[src/rtl/phase_seq_monitor_if.sv]
// Strobe inputs and status outputs of the phase sequence monitor.
// clk_in and rst_in stay plain ports on the module.
interface phase_seq_monitor_if #(
    parameter int unsigned ERR_W = 8,
    parameter int unsigned ROT_W = 16
);
    logic             ph1_in;
    logic             ph2_in;
    logic             ph3_in;
    logic             ph4_in;
    logic             cnt_clr;
    logic [1:0]       phase_idx;
    logic             phase_valid;
    logic             locked;
    logic             err_pulse;
    logic [ERR_W-1:0] err_count;
    logic [ROT_W-1:0] rot_count;

    // Divider / stimulus side
    modport master (
        output ph1_in, ph2_in, ph3_in, ph4_in, cnt_clr,
        input  phase_idx, phase_valid, locked, err_pulse, err_count, rot_count
    );

    // Monitor side
    modport slave (
        input  ph1_in, ph2_in, ph3_in, ph4_in, cnt_clr,
        output phase_idx, phase_valid, locked, err_pulse, err_count, rot_count
    );
endinterface

[src/rtl/phase_seq_monitor.sv]
// Phase sequence monitor: locks onto the ph1->ph2->ph3->ph4 one-hot rotation,
// reports the current phase, and counts violations and completed rotations.
// ERR_W / ROT_W must match the parameters of the connected interface.
module phase_seq_monitor #(
    parameter int unsigned LOCK_ROT = 2,
    parameter int unsigned ERR_W    = 8,
    parameter int unsigned ROT_W    = 16
) (
    input logic                clk_in,
    input logic                rst_in,
    phase_seq_monitor_if.slave bus
);

    localparam int unsigned GoodTarget = 4 * LOCK_ROT;
    localparam int unsigned GoodW      = $clog2(GoodTarget + 1);

    typedef enum logic [1:0] {StSearch, StAcq, StLock} state_e;

    state_e             state_q, state_d;
    logic [1:0]         last_idx_q, last_idx_d;
    logic [GoodW-1:0]   good_cnt_q, good_cnt_d;
    logic               phase_valid_q, phase_valid_d;
    logic               err_pulse_q, err_pulse_d;
    logic [ERR_W-1:0]   err_count_q, err_count_d;
    logic [ROT_W-1:0]   rot_count_q, rot_count_d;

    logic [3:0] p;
    logic       valid;
    logic [1:0] idx;
    logic [1:0] exp_idx;
    logic       in_order;

    assign p        = {bus.ph4_in, bus.ph3_in, bus.ph2_in, bus.ph1_in};
    assign exp_idx  = last_idx_q + 2'd1;
    assign in_order = valid && (idx == exp_idx);

    // Decode the sampled strobes into a one-hot valid flag and index
    always_comb begin
        valid = 1'b0;
        idx   = 2'd0;
        unique case (p)
            4'b0001: begin valid = 1'b1; idx = 2'd0; end
            4'b0010: begin valid = 1'b1; idx = 2'd1; end
            4'b0100: begin valid = 1'b1; idx = 2'd2; end
            4'b1000: begin valid = 1'b1; idx = 2'd3; end
            default: begin valid = 1'b0; idx = 2'd0; end
        endcase
    end

    // State and output registers
    always_ff @(posedge clk_in or negedge rst_in) begin
        if (!rst_in) begin
            state_q       <= StSearch;
            last_idx_q    <= 2'd0;
            good_cnt_q    <= '0;
            phase_valid_q <= 1'b0;
            err_pulse_q   <= 1'b0;
            err_count_q   <= '0;
            rot_count_q   <= '0;
        end else begin
            state_q       <= state_d;
            last_idx_q    <= last_idx_d;
            good_cnt_q    <= good_cnt_d;
            phase_valid_q <= phase_valid_d;
            err_pulse_q   <= err_pulse_d;
            err_count_q   <= err_count_d;
            rot_count_q   <= rot_count_d;
        end
    end

    // Next-state: acquisition run length, last index, lock transitions
    always_comb begin
        state_d    = state_q;
        last_idx_d = last_idx_q;
        good_cnt_d = good_cnt_q;
        unique case (state_q)
            StSearch: begin
                if (valid) begin
                    last_idx_d = idx;
                    good_cnt_d = GoodW'(1);
                    state_d    = StAcq;
                end
            end
            StAcq: begin
                if (!valid) begin
                    good_cnt_d = '0;
                    state_d    = StSearch;
                end else if (in_order) begin
                    last_idx_d = idx;
                    good_cnt_d = good_cnt_q + GoodW'(1);
                    if (good_cnt_q + GoodW'(1) == GoodW'(GoodTarget)) begin
                        state_d = StLock;
                    end
                end else begin
                    // Out-of-order but clean strobe: restart the run from here
                    last_idx_d = idx;
                    good_cnt_d = GoodW'(1);
                end
            end
            StLock: begin
                if (in_order) begin
                    last_idx_d = idx;
                end else begin
                    // Violation keeps the last good index visible on phase_idx
                    good_cnt_d = '0;
                    state_d    = StSearch;
                end
            end
            default: begin
                good_cnt_d = '0;
                state_d    = StSearch;
            end
        endcase
    end

    // Output next values: phase_valid, err_pulse and the two counters
    always_comb begin
        phase_valid_d = in_order && (state_d == StLock);
        err_pulse_d   = (state_q == StLock) && !in_order;
        err_count_d   = err_count_q;
        rot_count_d   = rot_count_q;
        if (bus.cnt_clr) begin
            err_count_d = '0;
            rot_count_d = '0;
        end else begin
            if (err_pulse_d && (err_count_q != {ERR_W{1'b1}})) begin
                err_count_d = err_count_q + ERR_W'(1);
            end
            if ((state_q == StLock) && in_order && (last_idx_q == 2'd3)) begin
                rot_count_d = rot_count_q + ROT_W'(1);
            end
        end
    end

    assign bus.phase_idx   = last_idx_q;
    assign bus.phase_valid = phase_valid_q;
    assign bus.locked      = (state_q == StLock);
    assign bus.err_pulse   = err_pulse_q;
    assign bus.err_count   = err_count_q;
    assign bus.rot_count   = rot_count_q;

endmodule

[src/flat_wrapper.sv]
// flat-port wrapper written by rule: the top's interface ports become plain ports
module phase_seq_monitor_flat 
#(
    parameter int unsigned LOCK_ROT = 2,
    parameter int unsigned ERR_W    = 8,
    parameter int unsigned ROT_W    = 16
)
  (clk_in, rst_in, bus_ph1_in, bus_ph2_in, bus_ph3_in, bus_ph4_in, bus_cnt_clr, bus_phase_idx, bus_phase_valid, bus_locked, bus_err_pulse, bus_err_count, bus_rot_count);
  phase_seq_monitor_if #(.ERR_W(ERR_W), .ROT_W(ROT_W)) bus_i ();
  input logic clk_in;
  input logic rst_in;
  input wire logic [$bits(bus_i.ph1_in)-1:0] bus_ph1_in;
  input wire logic [$bits(bus_i.ph2_in)-1:0] bus_ph2_in;
  input wire logic [$bits(bus_i.ph3_in)-1:0] bus_ph3_in;
  input wire logic [$bits(bus_i.ph4_in)-1:0] bus_ph4_in;
  input wire logic [$bits(bus_i.cnt_clr)-1:0] bus_cnt_clr;
  output wire logic [$bits(bus_i.phase_idx)-1:0] bus_phase_idx;
  output wire logic [$bits(bus_i.phase_valid)-1:0] bus_phase_valid;
  output wire logic [$bits(bus_i.locked)-1:0] bus_locked;
  output wire logic [$bits(bus_i.err_pulse)-1:0] bus_err_pulse;
  output wire logic [$bits(bus_i.err_count)-1:0] bus_err_count;
  output wire logic [$bits(bus_i.rot_count)-1:0] bus_rot_count;
  assign bus_i.ph1_in = bus_ph1_in;
  assign bus_i.ph2_in = bus_ph2_in;
  assign bus_i.ph3_in = bus_ph3_in;
  assign bus_i.ph4_in = bus_ph4_in;
  assign bus_i.cnt_clr = bus_cnt_clr;
  assign bus_phase_idx = bus_i.phase_idx;
  assign bus_phase_valid = bus_i.phase_valid;
  assign bus_locked = bus_i.locked;
  assign bus_err_pulse = bus_i.err_pulse;
  assign bus_err_count = bus_i.err_count;
  assign bus_rot_count = bus_i.rot_count;
  phase_seq_monitor #(.LOCK_ROT(LOCK_ROT), .ERR_W(ERR_W), .ROT_W(ROT_W)) u_core (.clk_in(clk_in), .rst_in(rst_in), .bus(bus_i));
endmodule
[config.mk]
export PLATFORM = sky130hd
export DESIGN_NAME = phase_seq_monitor_flat
export DESIGN_NICKNAME = d
export VERILOG_FILES = /design/src/rtl/phase_seq_monitor_if.sv /design/src/rtl/phase_seq_monitor.sv /design/src/flat_wrapper.sv
export SDC_FILE = /design/constraint.sdc
export NUM_CORES = 1
export LEC_CHECK = 0
export BUFFER_PORTS_ARGS = -buffer_cell sky130_fd_sc_hd__buf_2
export CAP_MARGIN = 40
export CORE_MARGIN = 2
export CORE_UTILIZATION = 60
export CTS_BUF_LIST = sky130_fd_sc_hd__clkbuf_16
export CTS_CLUSTER_DIAMETER = 80
export DETAILED_ROUTE_END_ITERATION = 8
export PLACE_DENSITY_LB_ADDON = 0.15
export SLEW_MARGIN = 20
export SYNTH_ARGS = -nofsm -noshare
export SYNTH_HDL_FRONTEND = slang
export SYNTH_SLANG_ARGS = --single-unit
[constraint.sdc]
create_clock -name clk_in -period 5.95 [get_ports clk_in]
set_input_delay 0 -clock clk_in [delete_from_list [all_inputs] [get_ports clk_in]]
set_output_delay 0 -clock clk_in [all_outputs]
set_load 0.02 [all_outputs]
==> run summary, run 1 <==
core box area = 0.00328 mm^2
clock tree from TritonCTS = built
unique cell type count in the Yosys netlist = 50
warnings from Yosys = 0
IO Pins = 36
Post-CTS Resized = 0
Worst Setup Start Kind = register
async set-reset flop share out of synthesis = 1.00
y dimension of the die = 62.0 um
Inst Count DP = 281
CTS Sinks = 34
top post-synthesis cells by area = sky130_fd_sc_hd__dfrtp_1 42%, sky130_fd_sc_hd__xnor2_1 5.2%, sky130_fd_sc_hd__nor2_1 3.4%
number of non-filler instances in the completed layout = 291
Internal Power = 0.448 mW
GRT overflow = 0
power per unit of standard cell area = 239 mW/mm^2
number of H-tree branching levels = 2
routed wire length = 4460 um
worst ir drop on vdd = 147 uV
instance count of the mapped netlist = 207
area overhead of the layout relative to synthesis = 20.0%
post-placement cell area = 0.00222 mm^2
fraction of the yosys area taken by sequential cells = 0.422
maximum number of pins on one net before global-route repair = 35
synthesized netlist net count = 218
average routed wire per standard cell = 15.3 um
slowest stage delay, CP = 0.45 ns
max-capacitance violation count = 0
required time of the critical path = 6.10 ns
CTS root buffer = sky130_fd_sc_hd__clkbuf_16
total number of vias = 1744
highest net fanout along the worst path = 15
fin nets = 255
ant diodes = 0
clock slew at reported path FFs = 0.05 ns
Synth Register Bits = 34
Final period util = 0.385
WP data arrival = 2.44 ns
insertion delay of the later-clocked pin in the worst-skew pair = 0.28 ns
outcome = finished, final reports clean
share of total power in the clock network = 0.504
die outline area = 0.00384 mm^2
iteration count of the initial detailed-routing pass = 4
final number of setup-violating endpoints = 0
largest area contributor in the netlist = sky130_fd_sc_hd__dfrtp_1
remaining max-slew budget at the tightest pin = 0.626
shortest period the worst path allows = 2.29 ns
buffers added on ports = 35
die span in x = 62.0 um
hold buffer count at cts = 1
cell with the most instances after synthesis = sky130_fd_sc_hd__dfrtp_1
estimated wirelength of the detail-placed design = 3030 um
number of global-route vias before repair = 1607
chain of cells forming the critical path = ha_1, nor3_1, o21ai_4, and2_1, o311ai_0, o41ai_1
synthesized area = 0.00202 mm^2
most common library cells after synthesis = 34 x sky130_fd_sc_hd__dfrtp_1, 18 x sky130_fd_sc_hd__nor2_1, 17 x sky130_fd_sc_hd__nand2_1
Peak Freq = 0.436 GHz
global-route wire length before repair = 7360 um
Non-Filler Cell Area, Final = 0.00242 mm^2
clock buffer count from CTS = 5
switching part of the total power = 0.227
leakage power of the design = 1.11 nW
post-route clock skew = 0.00517 ns
Post-synth EDFFs = 0
GPL Wtd Cong = 0.830
CP bufs+invs = 0
Crit Path Class = register to register
part of the power in registers = 0.417
clk buf depth = 2
average cell area after synthesis = 9.74 um^2
1st-iter DRT viols = 136
worst hold path type = primary input to async pin
TNS Setup = 0 ns
fraction of synthesized cell area taken by the top area cell type = 0.422
number of nets with antenna violations after routing = 0
share of total power in combinational logic = 0.078
routed via count divided by cell count = 5.99
kind of end point of the critical path = register
number of design rule violations left after detail routing = 0
slew of the pin with the lowest slew margin = 0.558 ns
endpoints failing hold = 0
Rows = 21
unrepaired setup endpoints after global routing = false
antenna violations before repair = 0
Post-synth top flop = sky130_fd_sc_hd__dfrtp_1
starting utilization of the core area = 0.614
net load switching power = 0.132 mW
count of final max-slew check failures = 0
all-layer global routing usage = 0.266
top cell family by delay on the critical path = compound AO/OA/AOI/OAI gates
slowest cell on the critical path = sky130_fd_sc_hd__dfrtp_1
buffer count from post-CTS setup fixing = 0
fraction of final layout cells with drive strength greater than 1 = 0.249
## metal layers
metal,routed length [um],track usage,part of all wire,up-vias
met5,0,0,0,-
met4,154,0.134,0.035,0
met3,158,0.0621,0.035,19
met2,2180,0.427,0.49,50
met1,1970,0.334,0.44,829
li1,-,-,-,846
## kinds of logic after synthesis
| family | synth area share |
|---|---|
| DFF | 0.422 |
| adders and majority gates | 0.0248 |
| buffers and inverters | 0.0286 |
| muxes | 0.0267 |
| AOI/OAI and AO/OA | 0.187 |
| xor gates and xnor gates | 0.0695 |
| and+or+nand+nor | 0.241 |
## stage by stage
stage	hold slack, ns	setup slack (ns)	total power [mW]	utilization
floorplan	-0.296	3.79	0.273	-
global placement	0.108	3.74	0.287	0.675
detailed placement	0.113	3.65	0.288	0.675
CTS	0.155	3.65	0.581	0.728
global route	0.187	3.46	0.599	0.737
finish	0.152	3.66	0.579	0.737
## cell usage in the layout, fill, tap and decap left out, drive strengths merged, types with 5 or more instances in the layout
cell type and instances:
buf 36, dfrtp 34, nor2 18, nand2 18, xnor2 12, a21oi 12
nand4 8, nand3 8, o21ai 7, inv 6, nor3 5, clkbuf 5
## power groups by stage
stage	sequential (mW)	combinational (mW)	clock (mW)
after floorplan	0.246	0.0261	0
after global placement	0.245	0.0421	0
after detailed placement	0.245	0.0427	0
after CTS	0.242	0.0435	0.296
after global routing	0.242	0.0514	0.305
final	0.242	0.0454	0.292
## flip-flops by register name, indices dropped and copies added, names as in the netlist
register and cells:
u_core.bus.err_count 8, u_core.bus.rot_count 16, u_core.good_cnt_q 4, u_core.bus.phase_valid 1
u_core.bus.phase_idx 2, u_core.state_q 2, u_core.bus.err_pulse 1
## layout make-up
type / count / area, um^2
flip-flops and latches: 34 / 851
fillers: 260 / 865
inverters: 7 / 26.3
well taps: 46 / 57.6
repair buffers: 37 / 213
multi-input cells: 159 / 1110
clock inverters: 3 / 40.0
clock buffers: 5 / 125
## worst paths after layout
path	from	end	slack, ns	cells past startpoint
hold / removal	rst_in	u_core.bus.phase_idx[1]	0.15	2
hold reg to reg	u_core.bus.rot_count[15]	u_core.bus.rot_count[15]	0.56	2
min in group clk_in	bus_cnt_clr	u_core.bus.rot_count[0]	0.16	2
setup reg to reg	u_core.bus.phase_idx[0]	u_core.bus.rot_count[13]	3.66	6
setup / recovery	u_core.bus.phase_idx[0]	u_core.bus.rot_count[13]	3.66	6
max in group asynchronous	rst_in	u_core.bus.rot_count[15]	5.39	3
Note: power is estimated with default switching activity, not from simulation.
==> inputs of run 2 (changes only) <==
- CORE_UTILIZATION: 60 -> 55
- clock period: 5.95 -> 2.2 ns (I/O delays scaled with it)
==> run 2 against run 1 <==
Effect of this change:
- via count up 0.75%
- largest cell class unchanged
- critical path type unchanged
- sequential power rose to 2.7 times the previous value
- critical endpoint is now u_core.bus.err_count[5]
- non-clock buffer count up 7
==> run summary, run 2 (synthesis gave the netlist of run 1 again) <==
outcome = finished, final reports clean
commonest non-fill, non-tap cell in the layout = sky130_fd_sc_hd__buf_2
clock slew at reported path FFs = 0.05 ns (about the same)
y dimension of the die = 64.5 um (+4.2%)
Overall Power = 1.44 mW (+150%)
Final period util = 0.946 (+0.561)
buffers added on ports = 35 (unchanged)
core box area = 0.00342 mm^2 (+4.0%)
total number of vias = 1757 (+0.75%)
FF-to-FF setup slack = 0.12 ns (-3.54 ns)
fraction of final layout cells with drive strength greater than 1 = 0.266 (+0.0169)
shortest period the worst path allows = 2.08 ns (-0.211 ns)
endpoints failing hold = 0 (unchanged)
Rows = 21 (unchanged)
final number of setup-violating endpoints = 0 (unchanged)
worst setup slack before clock tree synthesis = 0.0679 ns (-3.58 ns)
timing startpoint of the critical path = u_core.bus.phase_idx[0]
global-route wire length before repair = 7910 um (+7.5%)
area overhead of the layout relative to synthesis = 21.5%
CTS Sinks = 34 (unchanged)
IO Pins = 36 (unchanged)
average routed wire per standard cell = 15.0 um (-2.2%)
worst hold path type = primary input to register
start of the worst register-to-register path = u_core.bus.phase_idx[0]
TNS Setup = 0 ns (unchanged)
GRT overflow = 0 (unchanged)
commonest cells after routing, fill and taps aside = 35 x sky130_fd_sc_hd__buf_2, 34 x sky130_fd_sc_hd__dfrtp_1, 18 x sky130_fd_sc_hd__nor2_1
CTS root buffer = sky130_fd_sc_hd__clkbuf_16
starting utilization of the core area = 0.590 (-0.0236)
met1 routing resource usage after global routing = 0.350 (+0.0157)
highest net fanout along the worst path = 11 (-4)
fin nets = 262 (+2.7%)
Worst Setup Start Kind = register
worst hold path startpoint = bus_ph2_in
hold slack final = 0.149 ns (-0.00263 ns)
die span in x = 64.5 um (+4.2%)
power per unit of standard cell area = 590 mW/mm^2 (+150%)
1st-iter DRT viols = 166 (+22%)
antenna violations before repair = 0 (unchanged)
leakage power of the design = 1.13 nW (+2.1%)
Crit Path Class = register to register
die outline area = 0.00417 mm^2 (+8.5%)
clock buffer count from CTS = 5 (unchanged)
worst ir drop on vdd = 349 uV (+140%)
routed via count divided by cell count = 5.90 (-1.6%)
slew of the pin with the lowest slew margin = 0.454 ns (-0.104 ns)
final critical-path setup slack = 0.119 ns (-3.54 ns)
number of design rule violations left after detail routing = 0 (unchanged)
Largest register FFs = 16 (unchanged)
GPL Wtd Cong = 0.801 (-3.5%)
required time of the critical path = 2.40 ns (-3.70 ns)
grt peak-use layer = met2
WP data arrival = 2.28 ns (-0.16 ns)
Peak Freq = 0.481 GHz (+10%)
buffer count from post-CTS setup fixing = 0 (unchanged)
met3 usage in global routing = 0.0625 (+0.000388)
ant diodes = 0 (unchanged)
all-layer global routing usage = 0.246 (-0.0201)
clk buf depth = 2 (unchanged)
insertion delay of the later-clocked pin in the worst-skew pair = 0.28 ns (about the same)
count of final max-slew check failures = 0 (unchanged)
number of nets with antenna violations after routing = 0 (unchanged)
kind of end point of the critical path = register
iteration count of the initial detailed-routing pass = 4 (unchanged)
number of global-route vias before repair = 1644 (+2.3%)
post-route core utilization = 0.717 (-0.0195)
post-route clock skew = 0.00323 ns (-0.00193 ns)
grt met2 use = 0.357 (-0.0703)
number of H-tree branching levels = 2 (unchanged)
clock tree from TritonCTS = built
remaining max-slew budget at the tightest pin = 0.697 (+0.0710)
worst reg2reg path endpoint = u_core.bus.err_count[5]
maximum number of pins on one net before global-route repair = 35 (unchanged)
worst reg-to-reg path cell count = 7 (+1)
routed wire length = 4470 um (+0.16%)
max-capacitance violation count = 0 (unchanged)
estimated wirelength of the detail-placed design = 3030 um (about the same)
worst setup path end = u_core.bus.err_count[5]
-- run 2: cell types whose count changed in the layout (fill, tap and decap cells not counted), sizes merged --
cell,change
bufinv,-1
buf,+7
inv,+1
-- run 2: per-layer routing --
layer	part of all wire	up-vias
met4	0.015	0
met3	0.052	7
met1	0.48	846
li1	-	859
met2	0.46	45
met5	0	-
-- run 2: per-stage QoR --
stage	std cells	cell area [um^2]
detailed placement	288	2270
global route	298	2450
finish	298	2450
floorplan	207	2020
CTS	297	2420
global placement	288	2270
-- run 2: worst min-delay path by stage --
stage / endpoint / depth (start not counted)
after global routing: u_core.bus.phase_idx[1] / 4
final: u_core.bus.phase_idx[1] / 4
after detailed placement: u_core.good_cnt_q[3] / 1
after global placement: u_core.good_cnt_q[2] / 1
after floorplan: u_core.bus.err_count[0] / 0
after CTS: u_core.bus.phase_idx[1] / 4
-- run 2: what timing repair did --
item | 4_1_cts | 5_1_grt
hold endpoints to repair | 34 | 0
hold buffers | 1 | 0
resized for setup | 0 | 1
setup endpoints to repair | 0 | 9
-- run 2: area by class of cell --
type | instances | area [um^2]
multi-input combinational | 159 | 1110
tap | 46 | 57.6
timing repair buffer | 44 | 265
sequential | 34 | 851
fill | 267 | 966
inverter | 7 | 26.3
clock buffer | 5 | 125
clock inverter | 3 | 12.5
-- run 2: where the power goes --
part,internal (mW),switching (mW)
clock network,0.408,0.248
logic,0.0525,0.0831
registers,0.637,0.0158
-- run 2: critical path: stages, from the launching register on --
cell and delay, ns:
sky130_fd_sc_hd__dfrtp_1 0.42, sky130_fd_sc_hd__ha_1 0.38, sky130_fd_sc_hd__nor3_2 0.07, sky130_fd_sc_hd__o21ai_4 0.10
sky130_fd_sc_hd__buf_4 0.24, sky130_fd_sc_hd__nand2_2 0.12, sky130_fd_sc_hd__or4_1 0.52, sky130_fd_sc_hd__a21oi_1 0.15
